$ cat src/rtl/cnn_loop_sequencer.sv
// cnn_loop_sequencer: walks the tiled conv loop nest row->col->to->ti->i->j, one index tuple per accepted beat.
// Ports: clk_i/reset_n_i (async active-low), start_i/busy_o/done_o parent handshake,
// valid_o/ready_i datapath handshake, row_o..j_o loop indices, in_row_o/in_col_o input coords,
// tn_mask_o/tm_mask_o partial-tile lane masks, first_o/last_o accumulator clear/write-back markers.
module cnn_loop_sequencer #(
  parameter int N_p = 4,
  parameter int M_p = 4,
  parameter int K_p = 2,
  parameter int R_p = 16,
  parameter int C_p = 16,
  parameter int S_p = 1,
  parameter int Tn_p = 2,
  parameter int Tm_p = 2,
  localparam int RW = R_p > 1 ? $clog2(R_p) : 1,
  localparam int CW = C_p > 1 ? $clog2(C_p) : 1,
  localparam int TOW = M_p > 1 ? $clog2(M_p) : 1,
  localparam int TIW = N_p > 1 ? $clog2(N_p) : 1,
  localparam int KW = K_p > 1 ? $clog2(K_p) : 1,
  localparam int IRW = (R_p - 1) * S_p + K_p > 1 ? $clog2((R_p - 1) * S_p + K_p) : 1,
  localparam int ICW = (C_p - 1) * S_p + K_p > 1 ? $clog2((C_p - 1) * S_p + K_p) : 1
) (
  input  logic            clk_i,
  input  logic            reset_n_i,
  input  logic            start_i,
  input  logic            ready_i,
  output logic            valid_o,
  output logic [RW-1:0]   row_o,
  output logic [CW-1:0]   col_o,
  output logic [TOW-1:0]  to_o,
  output logic [TIW-1:0]  ti_o,
  output logic [KW-1:0]   i_o,
  output logic [KW-1:0]   j_o,
  output logic [IRW-1:0]  in_row_o,
  output logic [ICW-1:0]  in_col_o,
  output logic [Tn_p-1:0] tn_mask_o,
  output logic [Tm_p-1:0] tm_mask_o,
  output logic            first_o,
  output logic            last_o,
  output logic            busy_o,
  output logic            done_o
);
  if (K_p < 1 || S_p < 1 || Tn_p < 1 || Tm_p < 1) begin : g_bad_param
    $error("cnn_loop_sequencer: K_p, S_p, Tn_p and Tm_p must all be >= 1");
  end
  typedef enum logic [1:0] {IDLE, RUN, DONE} state_t;
  state_t state, state_nx;
  logic xfer, j_w, i_w, ti_w, to_w, col_w, row_w, fin;
  logic c_i, c_ti, c_to, c_col, c_row, run_nx;
  logic [RW-1:0] row_nx;
  logic [CW-1:0] col_nx;
  logic [TOW-1:0] to_nx;
  logic [TIW-1:0] ti_nx;
  logic [KW-1:0] i_nx, j_nx;
  logic [Tn_p-1:0] tn_m;
  logic [Tm_p-1:0] tm_m;
  // Carry chain: each counter advances only when every inner counter wraps on this transfer;
  // the final tuple wraps everything, which returns the indices to zero for free.
  always_comb begin
    xfer = state == RUN && ready_i;
    j_w = j_o == KW'(K_p - 1);
    i_w = i_o == KW'(K_p - 1);
    ti_w = int'(ti_o) + Tn_p >= N_p;
    to_w = int'(to_o) + Tm_p >= M_p;
    col_w = col_o == CW'(C_p - 1);
    row_w = row_o == RW'(R_p - 1);
    fin = j_w && i_w && ti_w && to_w && col_w && row_w;
    c_i = xfer && j_w;
    c_ti = c_i && i_w;
    c_to = c_ti && ti_w;
    c_col = c_to && to_w;
    c_row = c_col && col_w;
    j_nx = !xfer ? j_o : j_w ? '0 : j_o + 1'b1;
    i_nx = !c_i ? i_o : i_w ? '0 : i_o + 1'b1;
    ti_nx = !c_ti ? ti_o : ti_w ? '0 : ti_o + TIW'(Tn_p);
    to_nx = !c_to ? to_o : to_w ? '0 : to_o + TOW'(Tm_p);
    col_nx = !c_col ? col_o : col_w ? '0 : col_o + 1'b1;
    row_nx = !c_row ? row_o : row_w ? '0 : row_o + 1'b1;
  end
  always_comb begin
    state_nx = state == IDLE ? (start_i ? RUN : IDLE) :
               state == RUN  ? (xfer && fin ? DONE : RUN) : IDLE;
    run_nx = state_nx == RUN;
  end
  always_comb begin
    valid_o = state == RUN;
    busy_o = state == RUN;
    done_o = state == DONE;
  end
  // Masks are computed from the next tuple so they register in the same edge as the indices.
  always_comb begin
    tn_m = '0;
    tm_m = '0;
    for (int k = 0; k < Tn_p; k++) tn_m[k] = int'(ti_nx) + k < N_p;
    for (int k = 0; k < Tm_p; k++) tm_m[k] = int'(to_nx) + k < M_p;
  end
  always_ff @(posedge clk_i or negedge reset_n_i) begin
    if (!reset_n_i) state <= IDLE;
    else state <= state_nx;
  end
  always_ff @(posedge clk_i or negedge reset_n_i) begin
    if (!reset_n_i) begin
      {row_o, col_o, to_o, ti_o, i_o, j_o} <= '0;
      {in_row_o, in_col_o, tn_mask_o, tm_mask_o, first_o, last_o} <= '0;
    end else begin
      {row_o, col_o, to_o, ti_o, i_o, j_o} <= {row_nx, col_nx, to_nx, ti_nx, i_nx, j_nx};
      in_row_o <= run_nx ? IRW'(row_nx) * IRW'(S_p) + IRW'(i_nx) : '0;
      in_col_o <= run_nx ? ICW'(col_nx) * ICW'(S_p) + ICW'(j_nx) : '0;
      tn_mask_o <= run_nx ? tn_m : '0;
      tm_mask_o <= run_nx ? tm_m : '0;
      first_o <= run_nx && ti_nx == '0 && i_nx == '0 && j_nx == '0;
      last_o <= run_nx && int'(ti_nx) + Tn_p >= N_p && i_nx == KW'(K_p - 1) && j_nx == KW'(K_p - 1);
    end
  end
endmodule

$ cat config.mk
export PLATFORM = sky130hd
export DESIGN_NAME = cnn_loop_sequencer
export DESIGN_NICKNAME = d
export VERILOG_FILES = /design/src/rtl/cnn_loop_sequencer.sv
export SDC_FILE = /design/constraint.sdc
export NUM_CORES = 1
export LEC_CHECK = 0
export BUFFER_PORTS_ARGS = -buffer_cell sky130_fd_sc_hd__buf_4
export CORE_UTILIZATION = 50
export DETAILED_ROUTE_END_ITERATION = 16
export HOLD_SLACK_MARGIN = 0.02
export PLACE_DENSITY = 0.84
export SETUP_SLACK_MARGIN = 0.4
export SLEW_MARGIN = 40
export SYNTH_ARGS = -nofsm -noshare
export SYNTH_HDL_FRONTEND = slang
export SYNTH_SLANG_ARGS = --single-unit
$ cat constraint.sdc
create_clock -name clk_i -period 4.1 [get_ports clk_i]
set_input_delay 0.82 -clock clk_i [delete_from_list [all_inputs] [get_ports clk_i]]
set_output_delay 0.82 -clock clk_i [all_outputs]
set_load 0.01 [all_outputs]
### Yosys cells after proc, flatten, opt, wreduce, memory -nomap -nowiden

Index checks and enable logic that the tools add are counted.
Widths: inputs -> output; s select.

| word-level totals | value |
|---|---|
| input bits | 4 |
| output and inout port bits | 33 |
| register bits | 32 |

| cells by class | value |
|---|---|
| reductions and logical operators | 20 |
| bitwise logic cells | 2 |
| muxes and demuxes | 20 |
| order comparisons | 7 |
| equality and inequality tests | 5 |
| $add $sub $neg | 13 |

Operators by type and width:

| cell | count |
|---|---|
| $logic_and 1x1->1 | 18 |
| $mux 2 | 9 |
| $mux 4 | 4 |
| $add 4x1->5 | 2 |
| $mux 5 | 2 |
| $add 2x2->3 const B | 3 |
| $ge 3x3->1 const B | 3 |
| $add 4x1->4 const B | 2 |
| $eq 4x4->1 const B | 2 |
| $add 2x1->3 const B | 2 |
| $lt 2x3->1 const B | 2 |
| $lt 3x3->1 const B | 2 |
| $mux 1 | 5 |
| $add 2x2->2 const B | 2 |
| $eq 2x1->1 const B | 2 |
| $logic_not 2->1 | 2 |
| $add 1x1->1 const B | 2 |
| $eq 2x2->1 const B | 1 |
| $not 1->1 | 2 |

### Logic depth before layout (Yosys ltp)

Gate-level depths: netlist of run 1.

| logic depth | value |
|---|---|
| depth in word-level cells | 14 |
| gate-level depth with buffers | 12 |
| mapped depth without buffers | 12 |

### Worst setup path after synthesis of run 1

No wires, ideal clock.

| timing | value |
|---|---|
| kind | input-to-reg |
| start | input ready_i |
| end | register in_row_o[2] |
| stages | 11 |
| data arrival time | 2.471 ns |
| setup time | 0.119 ns |
| path slack | 1.509 ns |
| cell sequence | and2_1 > ha_1 > ha_1 > nand2_2 > nor2_1 > nand2_1 > o21ai_0 > ha_1 > ha_1 > nand2_1 > nor3b_1 |

| between the ends | value |
|---|---|
| word-level cells in the longest chain between the ends | 9 |

RTL lines:

| element | line | text |
|---|---|---|
| from (decl) | 25 | `input logic ready_i,` |
| $logic_and 1x1->1 | 59 | `xfer = state == RUN && ready_i;` |
| $logic_and 1x1->1 | 67 | `c_i = xfer && j_w;` |
| $logic_and 1x1->1 | 68 | `c_ti = c_i && i_w;` |
| $logic_and 1x1->1 | 69 | `c_to = c_ti && ti_w;` |
| $logic_and 1x1->1 | 70 | `c_col = c_to && to_w;` |
| $logic_and 1x1->1 | 71 | `c_row = c_col && col_w;` |
| $mux 4 | 77 | `row_nx = !c_row ? row_o : row_w ? '0 : row_o + 1'b1;` |
| named net row_nx[0] | 49 | `logic [RW-1:0] row_nx;` |
| $add 4x1->5 | 106 | `in_row_o <= run_nx ? IRW'(row_nx) * IRW'(S_p) + IRW'(i_nx) : '0;` |
| $mux 5 | 106 |  |
| to (signal assigned) | 106 |  |
| to (decl) | 33 | `output logic [IRW-1:0] in_row_o,` |

The timed path passes the listed nets, and every way through them passes these cells.

### Final worst setup path of run 1

| timing | value |
|---|---|
| start | register state[0] |
| end | register in_row_o[2] |

| between the ends | value |
|---|---|
| word-level cells in the longest chain between the ends | 10 |

RTL lines:

| element | line | text |
|---|---|---|
| from (decl) | 46 | `state_t state, state_nx;` |
| from (signal assigned) | 98 | `else state <= state_nx;` |
| $eq 2x1->1 | 59 |  |
| $logic_and 1x1->1 | 59 |  |
| $logic_and 1x1->1 | 67 |  |
| $logic_and 1x1->1 | 68 |  |
| $logic_and 1x1->1 | 69 |  |
| $logic_and 1x1->1 | 70 |  |
| $logic_and 1x1->1 | 71 |  |
| $mux 4 | 77 |  |
| named net row_nx[0] | 49 |  |
| $add 4x1->5 | 106 |  |
| $mux 5 | 106 |  |

The timed path passes the listed nets, and every way through them passes these cells.

==> metrics, run 1 <==
launching point of the worst reg2reg path=state[0]; number of gates given a new drive strength after cts=0; Cell Area, Placed=1600 sq um; highest ir drop seen on vdd=0.000397 V; diode insertion count for antenna repair=0; Root Buffer Master=sky130_fd_sc_hd__clkbuf_4; DRC violation count after routing=0; area growth from synthesis to layout=25.8%; gp weighted congestion=0.886; Die X=53.3 microns; final critical-path share of the clock period=0.708; Hold WC Path Type=input port to asynchronous set/reset pin; floorplan die area=2840 sq um; Max-Cap Viols=0; number of buffers created by CTS=5; nets in the synthesized netlist=119; Slew HR=0.666; number of hold buffers added after CTS=0; total gr overflow=0; netlist area before placement=1320 sq um; remaining antenna violation count after routing=0; number of buffers inserted to repair setup after CTS=0; total track usage=0.213; Row Count=18; HPWL after detailed placement=1.93 mm; final-stage net count=159; most used cells in the layout excluding fill and tap cells=sky130_fd_sc_hd__buf_4 (36), sky130_fd_sc_hd__dfrtp_1 (31), sky130_fd_sc_hd__nor2_1 (10), sky130_fd_sc_hd__nand3_1 (8), sky130_fd_sc_hd__ha_1 (8); post-synth cell types=29; clock tree from TritonCTS=done; Avg WL per Cell=15.0 microns; die outline height=53.3 microns; Final min period=2.90 ns; length of the first detailed-routing pass in iterations=4; effective utilization at floorplan=0.531; Clock transition at path regs=0.09 ns; Crit path arrival time=3.10 ns; fraction of final layout cells sized beyond drive strength 1=0.358; Total Routed Length=2.66 mm; CP Max Fanout=6; register bit count reported by yosys=31; core area=2480 sq um; Vias/cell=5.30; most frequent standard cell in the layout excluding fill and tap cells=sky130_fd_sc_hd__buf_4; average cell area after synthesis=12.3 sq um; final worst clock skew=0.00944 ns; number of setup violations in the final report=0; worst setup path start=state[0]; kind of launch point of the worst setup path=flip-flop; starting DRC count in detailed routing=9; via count=944; status=finished, final reports clean; total clock sinks=31; number of levels the H-tree was split into=2; synthesis warning total=0; post-layout instance area=1650 sq um; vias in the first global route=916; setup slack, reg-to-reg=1.20 ns; insertion delay of the later-clocked pin in the worst-skew pair=0.32 ns; number of antenna violations at the first check in global routing=0; post-layout util=0.668; sequential area share after synthesis=0.590; max-slew violation total from the final report=0; largest net degree at the start of global routing=32; static power due to leakage=0.000841 uW; gate count after technology mapping=107; final hold viol count=0; kind of end point of the critical path=flip-flop; IO Count=37; Total Neg Setup Slack=0 ns; pin slew with the least headroom to its limit=0.496 ns; worst endpoint required time=4.30 ns; setup repair after global routing missed its margin=false; start-to-end type of the worst setup path=flip-flop to flip-flop; Power per Cell Area=514 nW/um^2; maximum clock insertion buffer count=2; global-route wire length before repair=4.10 mm; highest attainable clock frequency=345 MHz; count of buffers from port buffering=36; Final Power=850 uW
-- Yosys cell counts --
cell,count,area share
sky130_fd_sc_hd__a31o_2,1,0.0067
sky130_fd_sc_hd__xnor2_1,3,0.020
sky130_fd_sc_hd__a211o_1,1,0.0067
sky130_fd_sc_hd__xor2_1,4,0.027
sky130_fd_sc_hd__a21oi_4,1,0.012
sky130_fd_sc_hd__a21oi_2,2,0.013
sky130_fd_sc_hd__nor4_1,1,0.0048
sky130_fd_sc_hd__inv_1,3,0.0086
sky130_fd_sc_hd__nor3_1,2,0.0076
sky130_fd_sc_hd__and2_1,7,0.033
sky130_fd_sc_hd__o21ai_0,3,0.011
sky130_fd_sc_hd__and2_2,1,0.0057
sky130_fd_sc_hd__nor2_1,10,0.029
sky130_fd_sc_hd__buf_4,2,0.011
sky130_fd_sc_hd__nand3_1,8,0.030
sky130_fd_sc_hd__or3_1,1,0.0048
sky130_fd_sc_hd__or4_1,1,0.0057
sky130_fd_sc_hd__nand4_1,2,0.0095
sky130_fd_sc_hd__a21oi_1,3,0.011
sky130_fd_sc_hd__nand2_1,2,0.0057
sky130_fd_sc_hd__nand4_2,2,0.019
sky130_fd_sc_hd__nor3b_1,1,0.0057
sky130_fd_sc_hd__nand2_2,1,0.0048
sky130_fd_sc_hd__dfrtp_1,31,0.59
sky130_fd_sc_hd__mux2_2,2,0.017
sky130_fd_sc_hd__or4b_4,1,0.010
sky130_fd_sc_hd__ha_1,8,0.076
sky130_fd_sc_hd__clkbuf_1,1,0.0029
sky130_fd_sc_hd__nor2b_1,2,0.0095
-- cells by family after synthesis --
kind of cell	synth area share
flip-flops	0.590
AND/OR/NAND/NOR	0.186
multiplexers	0.0171
AO/OA/AOI/OAI	0.0618
XOR/XNOR	0.0466
buffers and inverters	0.0228
adder cells (fa/ha/maj)	0.0761
-- through the flow --
stage / hold WS, ns / setup WS (ns) / instances
5_1_grt: 0.424 / 0.875 / 178
4_1_cts: 0.414 / 1.23 / 178
3_3_place_gp: 0.459 / 1.27 / 170
3_5_place_dp: 0.468 / 1.05 / 170
2_1_floorplan: 0.498 / 1.51 / 107
6_report: 0.411 / 1.20 / 178
-- path summary, 6_finish.rpt --
check                          endpoint  cells after the start
hold reg to reg            tm_mask_o[1]                      1
hold / removal                  to_o[0]                      1
setup reg to reg            in_row_o[2]                     12
max in group asynchronous      row_o[3]                      1
setup / recovery            in_row_o[2]                     12
min in group clk_i         tm_mask_o[1]                      1
-- critical path: stages (launching register included) --
cell and delay (ns):
sky130_fd_sc_hd__dfrtp_1 0.39, sky130_fd_sc_hd__nor2b_1 0.27, sky130_fd_sc_hd__and2_1 0.18, sky130_fd_sc_hd__ha_1 0.14, sky130_fd_sc_hd__ha_1 0.27, sky130_fd_sc_hd__nand2_2 0.14, sky130_fd_sc_hd__nor2_1 0.33, sky130_fd_sc_hd__nand2_1 0.08
sky130_fd_sc_hd__o21ai_0 0.30, sky130_fd_sc_hd__ha_1 0.28, sky130_fd_sc_hd__ha_1 0.19, sky130_fd_sc_hd__nand2_1 0.06, sky130_fd_sc_hd__nor3b_1 0.15
-- layout make-up --
type                       instances  area, sq um
timing repair buffer              36          270
tap                               30         37.5
multi-input combinational         70          509
inverter                           3         11.3
fill                             197          823
sequential                        31          776
clock buffer                       7         45.0
clock inverter                     1         5.00
-- per-layer routing --
layer	routed length (microns)	global-route usage	up-vias	part of all wire
met5	0	0	-	0
met4	64	0.114	0	0.024
met3	110	0.0690	7	0.041
met2	1380	0.352	23	0.52
met1	1110	0.240	458	0.42
li1	-	-	456	-
-- power by group --
group          switching (uW)  internal [uW]  total [uW]
Clock                    97.4           66.8         164
Combinational             137            134         270
Sequential               51.5            364         415
-- state kept, by name, summed over array words and instances (netlist names) --
register   flops
in_col_o       5
in_row_o       5
col_o          4
row_o          4
state          2
ti_o           2
tm_mask_o      2
to_o           2
first_o        1
i_o            1
j_o            1
last_o         1
tn_mask_o      1
(Power assumes the default switching activity.)
==> run 2: changes to the inputs <==
--- a/config.mk
+++ b/config.mk
@@ -6,10 +6,10 @@
 export NUM_CORES = 1
 export LEC_CHECK = 0
 export BUFFER_PORTS_ARGS = -buffer_cell sky130_fd_sc_hd__buf_4
-export CORE_UTILIZATION = 50
+export CORE_UTILIZATION = 45
 export DETAILED_ROUTE_END_ITERATION = 16
 export HOLD_SLACK_MARGIN = 0.02
-export PLACE_DENSITY = 0.84
+export PLACE_DENSITY = 0.8
 export SETUP_SLACK_MARGIN = 0.4
 export SLEW_MARGIN = 40
 export SYNTH_ARGS = -nofsm -noshare
==> constraint.sdc (replaced) <==
create_clock -name clk_i -period 2.43 [get_ports clk_i]
set_input_delay 0.486 -clock clk_i [delete_from_list [all_inputs] [get_ports clk_i]]
set_output_delay 0.486 -clock clk_i [all_outputs]
set_load 0.01 [all_outputs]
==> metrics, run 2 (same netlist as run 1, synthesis figures left out) <==
Hold WC Path Type=input port to asynchronous set/reset pin; GR Layer Usage met2=0.291; number of levels the H-tree was split into=2; post-layout instance area=1840 sq um; setup slack, reg-to-reg=0.28 ns; total gr overflow=0; Slew HR=0.673; CP Max Fanout=6; Placement Setup Slack=0.136 ns; die outline height=56.1 microns; Max-Cap Viols=0; Cell Area, Placed=1670 sq um; floorplan die area=3140 sq um; number of antenna violations at the first check in global routing=0; most frequent standard cell in the layout excluding fill and tap cells=sky130_fd_sc_hd__buf_4; HPWL after detailed placement=1.89 mm; largest stage delay on the critical path=0.57 ns; largest net degree at the start of global routing=32; Root Buffer Master=sky130_fd_sc_hd__clkbuf_4; number of hold buffers added after CTS=0; area growth from synthesis to layout=40.2%; IO Count=37; Row Count=19; Critical Path Most Common Cell=sky130_fd_sc_hd__ha_4; final-stage net count=170; setup repair after global routing missed its margin=true; most used cells in the layout excluding fill and tap cells=sky130_fd_sc_hd__buf_4 (46), sky130_fd_sc_hd__dfrtp_1 (31), sky130_fd_sc_hd__nor2_1 (9), sky130_fd_sc_hd__nand3_1 (7); clock tree from TritonCTS=done; DRC violation count after routing=0; launching point of the worst reg2reg path=state[1]; worst-case setup margin in the final layout=0.284 ns; routing usage on met1=0.250; diode insertion count for antenna repair=0; switch share=0.331; length of the first detailed-routing pass in iterations=4; Total Neg Setup Slack=0 ns; share of total power in the clock network=0.168; part of the power in registers=0.474; Final min period=2.15 ns; insertion delay of the later-clocked pin in the worst-skew pair=0.33 ns; share of power burned in combinational logic=0.358; status=finished, final reports clean; final hold viol count=0; max-slew violation total from the final report=0; via count=977; critical path, cell by cell=nor2b_4 -> and2_4 -> ha_4 -> ha_4 -> nand2_4 -> or4b_4 -> a21oi_4 -> nand4_2 -> a21oi_2; gp weighted congestion=0.797; number of setup violations in the final report=0; static power due to leakage=0.000930 uW; net load switching power=501 uW; starting DRC count in detailed routing=13; Avg WL per Cell=14.6 microns; highest ir drop seen on vdd=0.000578 V; total track usage=0.205; start-to-end type of the worst setup path=flip-flop to flip-flop; registers with the most flip-flops=in_col_o: 5 flops, in_row_o: 5 flops; Die X=56.1 microns; total clock sinks=31; Slowest cell on crit path=sky130_fd_sc_hd__or4b_4; busiest metal layer after global routing=met2; effective utilization at floorplan=0.477; count of buffers from port buffering=36; Register-to-Register Path Depth=9; Internal=1010 uW; final critical-path share of the clock period=0.883; core area=2760 sq um; reg2reg end=in_row_o[3]; cell family with the largest share of critical-path delay=simple AND/OR/NAND/NOR gates; Crit path arrival time=2.41 ns; maximum clock insertion buffer count=2; kind of launch point of the worst setup path=flip-flop; number of buffer and inverter stages on the critical path=0; Final Power=1510 uW; pin slew with the least headroom to its limit=0.489 ns; kind of end point of the critical path=flip-flop; fraction of final layout cells sized beyond drive strength 1=0.503; Clock transition at path regs=0.08 ns; vias in the first global route=1009; worst endpoint required time=2.69 ns; remaining antenna violation count after routing=0; Power per Cell Area=820 nW/um^2; global-route wire length before repair=4.66 mm; highest attainable clock frequency=466 MHz; GR Layer Usage met3=0.0930; Vias/cell=5.20; Total Routed Length=2.74 mm; final worst clock skew=0.00449 ns; number of buffers created by CTS=5
==> run 2: worst reg2reg max path: cells and delay by family (launching register included) <==
kind                       cells  cell delay (ns)
adders and majority gates      2             0.29
AOI/OAI and AO/OA              2             0.35
DFF                            1             0.41
and+or+nand+nor                5             1.03
==> run 2: how the worst max path moves through the flow <==
stage	start	end	slack [ns]	cells after the start
after floorplan	state[1]	in_row_o[1]	0.31	11
after global placement	ready_i	in_col_o[2]	0.15	11
after detailed placement	ready_i	in_col_o[2]	0.14	11
after CTS	state[1]	in_row_o[2]	0.30	12
after global routing	state[1]	in_row_o[2]	0.20	12
final	state[1]	in_row_o[3]	0.28	9
==> run 2: layout make-up <==
| cell class | count | area, sq um |
|---|---|---|
| multi-input cells | 70 | 619 |
| clock buffers | 6 | 41.3 |
| flip-flops and latches | 31 | 776 |
| fillers | 208 | 915 |
| well taps | 31 | 38.8 |
| repair buffers | 47 | 357 |
| inverters | 3 | 11.3 |
==> run 2: power by group through the flow <==
stage	Sequential [uW]	Combinational (uW)	Clock (uW)
floorplan	748	217	0
global placement	710	474	0
detailed placement	715	485	0
CTS	715	525	270
global route	729	602	294
finish	716	541	254
==> run 2: repair_timing <==
action | CTS | global route
gates cloned | 0 | 0
setup endpoints to repair | 11 | 10
resized for setup | 8 | 5
setup buffers | 7 | 3
pin swaps | 7 | 9
==> run 2: stage by stage <==
step | std cells | util | hold slack (ns)
after detailed placement | 172 | 0.604 | 0.437
after floorplan | 107 | - | 0.190
final | 188 | 0.668 | 0.0737
after global placement | 172 | 0.604 | 0.430
after CTS | 185 | 0.652 | 0.0701
after global routing | 188 | 0.668 | 0.0745
==> run 2: layer usage <==
metal | vias to the layer above | routed length (microns)
met4 | 0 | 78
met2 | 29 | 1370
met1 | 471 | 1140
met5 | - | 0
li1 | 468 | -
met3 | 9 | 149
==> run 3: changes to the inputs <==
--- a/config.mk
+++ b/config.mk
@@ -5,8 +5,11 @@
 export SDC_FILE = /design/constraint.sdc
 export NUM_CORES = 1
 export LEC_CHECK = 0
+export ABC_CLOCK_PERIOD_IN_PS = 2430
 export BUFFER_PORTS_ARGS = -buffer_cell sky130_fd_sc_hd__buf_4
-export CORE_UTILIZATION = 45
+export CELL_PAD_IN_SITES_DETAIL_PLACEMENT = 0
+export CELL_PAD_IN_SITES_GLOBAL_PLACEMENT = 1
+export CORE_UTILIZATION = 35
 export DETAILED_ROUTE_END_ITERATION = 16
 export HOLD_SLACK_MARGIN = 0.02
 export PLACE_DENSITY = 0.8
==> metrics, run 3 (same netlist as run 1, synthesis figures left out) <==
Slew HR=0.711; insertion delay of the later-clocked pin in the worst-skew pair=0.28 ns; number of buffer and inverter stages on the critical path=0; cell family with the largest share of critical-path delay=simple AND/OR/NAND/NOR gates; Final Power=1820 uW; number of antenna violations at the first check in global routing=0; Final min period=2.16 ns; Die X=63.3 microns; number of levels the H-tree was split into=2; Max-Cap Viols=0; kind of launch point of the worst setup path=flip-flop; die outline height=63.3 microns; pin slew with the least headroom to its limit=0.433 ns; Total Neg Setup Slack=0 ns; clock tree from TritonCTS=done; maximum clock insertion buffer count=2; Clock transition at path regs=0.06 ns; floorplan die area=4010 sq um; length of the first detailed-routing pass in iterations=4; static power due to leakage=0.00103 uW; core area=3470 sq um; status=finished, final reports clean; Row Count=21; Slowest cell on crit path=sky130_fd_sc_hd__or4b_4; Root Buffer Master=sky130_fd_sc_hd__clkbuf_8; DRC violation count after routing=0; Power per Cell Area=865 nW/um^2; Crit path arrival time=2.37 ns; count of buffers from port buffering=36; final worst clock skew=0.00333 ns; Total Routed Length=3.13 mm; Register-to-Register Path Depth=9; highest attainable clock frequency=462 MHz; worst endpoint required time=2.64 ns; HPWL after detailed placement=1.96 mm; largest stage delay on the critical path=0.58 ns; most used cells in the layout excluding fill and tap cells=sky130_fd_sc_hd__buf_4 (59), sky130_fd_sc_hd__dfrtp_1 (31), sky130_fd_sc_hd__nor2_1 (8), sky130_fd_sc_hd__nand3_1 (7), sky130_fd_sc_hd__clkbuf_8 (7); Vias/cell=4.75; Avg WL per Cell=14.4 microns; total gr overflow=0; Critical Path Most Common Cell=sky130_fd_sc_hd__ha_4; final hold viol count=0; start-to-end type of the worst setup path=flip-flop to flip-flop; vias in the first global route=1042; gp weighted congestion=0.775; remaining antenna violation count after routing=0; max-slew violation total from the final report=0; diode insertion count for antenna repair=0; most frequent standard cell in the layout excluding fill and tap cells=sky130_fd_sc_hd__buf_4; total clock sinks=31; highest ir drop seen on vdd=0.000401 V; registers with the most flip-flops=in_col_o: 5 flops, in_row_o: 5 flops; kind of end point of the critical path=flip-flop; number of setup violations in the final report=0; Hold WC Path Type=input port to asynchronous set/reset pin; largest net degree at the start of global routing=32; IO Count=37; CP Max Fanout=6; global-route wire length before repair=4.78 mm; fraction of final layout cells sized beyond drive strength 1=0.593; starting DRC count in detailed routing=28; critical path, cell by cell=nor2b_4 -> and2_4 -> ha_4 -> ha_4 -> nand2_8 -> or4b_4 -> a21oi_4 -> nand4_2 -> a21oi_2; stages on the worst setup path=9; number of buffers created by CTS=5; setup repair after global routing missed its margin=true; area growth from synthesis to layout=59.6%; final critical-path share of the clock period=0.890; effective utilization at floorplan=0.379; via count=1035; total track usage=0.161; final-stage net count=183
-- run 3: timing repair --
action,4_1_cts,5_1_grt
hold buffers,0,0
buffers inserted,12,11
cloned,0,0
pin swaps,5,16
endpoints found under the setup margin,11,12
resized for setup,10,17
-- run 3: worst reg2reg max path, stage by stage, from the launching register on --
cell	delay, ns
sky130_fd_sc_hd__dfrtp_1	0.42
sky130_fd_sc_hd__nor2b_4	0.12
sky130_fd_sc_hd__and2_4	0.15
sky130_fd_sc_hd__ha_4	0.13
sky130_fd_sc_hd__ha_4	0.19
sky130_fd_sc_hd__nand2_8	0.08
sky130_fd_sc_hd__or4b_4	0.58
sky130_fd_sc_hd__a21oi_4	0.19
sky130_fd_sc_hd__nand4_2	0.10
sky130_fd_sc_hd__a21oi_2	0.13
-- run 3: report_power, final --
part	switching [uW]	internal [uW]	total (uW)	leakage, uW
Clock	174	258	432	0.0000515
Combinational	288	365	653	0.000583
Sequential	116	614	730	0.000393
Total	578	1240	1820	0.00103
-- run 3: stage by stage --
stage	instances	area (sq um)	setup slack (ns)	hold slack [ns]	util
after floorplan	107	1370	0.311	0.190	-
after global placement	187	1690	0.141	0.429	0.486
after detailed placement	187	1690	0.116	0.433	0.486
after CTS	207	1920	0.308	0.136	0.554
after global routing	218	2100	0.205	0.150	0.605
final	218	2100	0.266	0.131	0.605
-- run 3: path summary, 6_finish.rpt --
check	startpoint	to	slack, ns
worst max-delay path	state[1]	in_row_o[3]	0.27
worst min-delay path	reset_n_i	tm_mask_o[0]	0.13
worst max register to register	state[1]	in_row_o[3]	0.27
max in group asynchronous	reset_n_i	row_o[0]	2.02
min in group clk_i	to_o[0]	tm_mask_o[1]	0.48
worst min register to register	to_o[0]	tm_mask_o[1]	0.48
-- run 3: area by class of cell --
type                            count  area, sq um
Clock buffer                        8          100
Fill cell                         287         1370
Inverter                            3         11.3
Multi-Input combinational cell     70          699
Sequential cell                    31          776
Tap cell                           46         57.6
Timing Repair Buffer               60          454
-- run 3: metal layers --
layer,share of wire,vias to the layer above,track usage
met1,0.42,514,0.182
met4,0.019,0,0.0710
met3,0.047,5,0.0543
met2,0.52,24,0.273
li1,-,492,-
met5,0,-,0
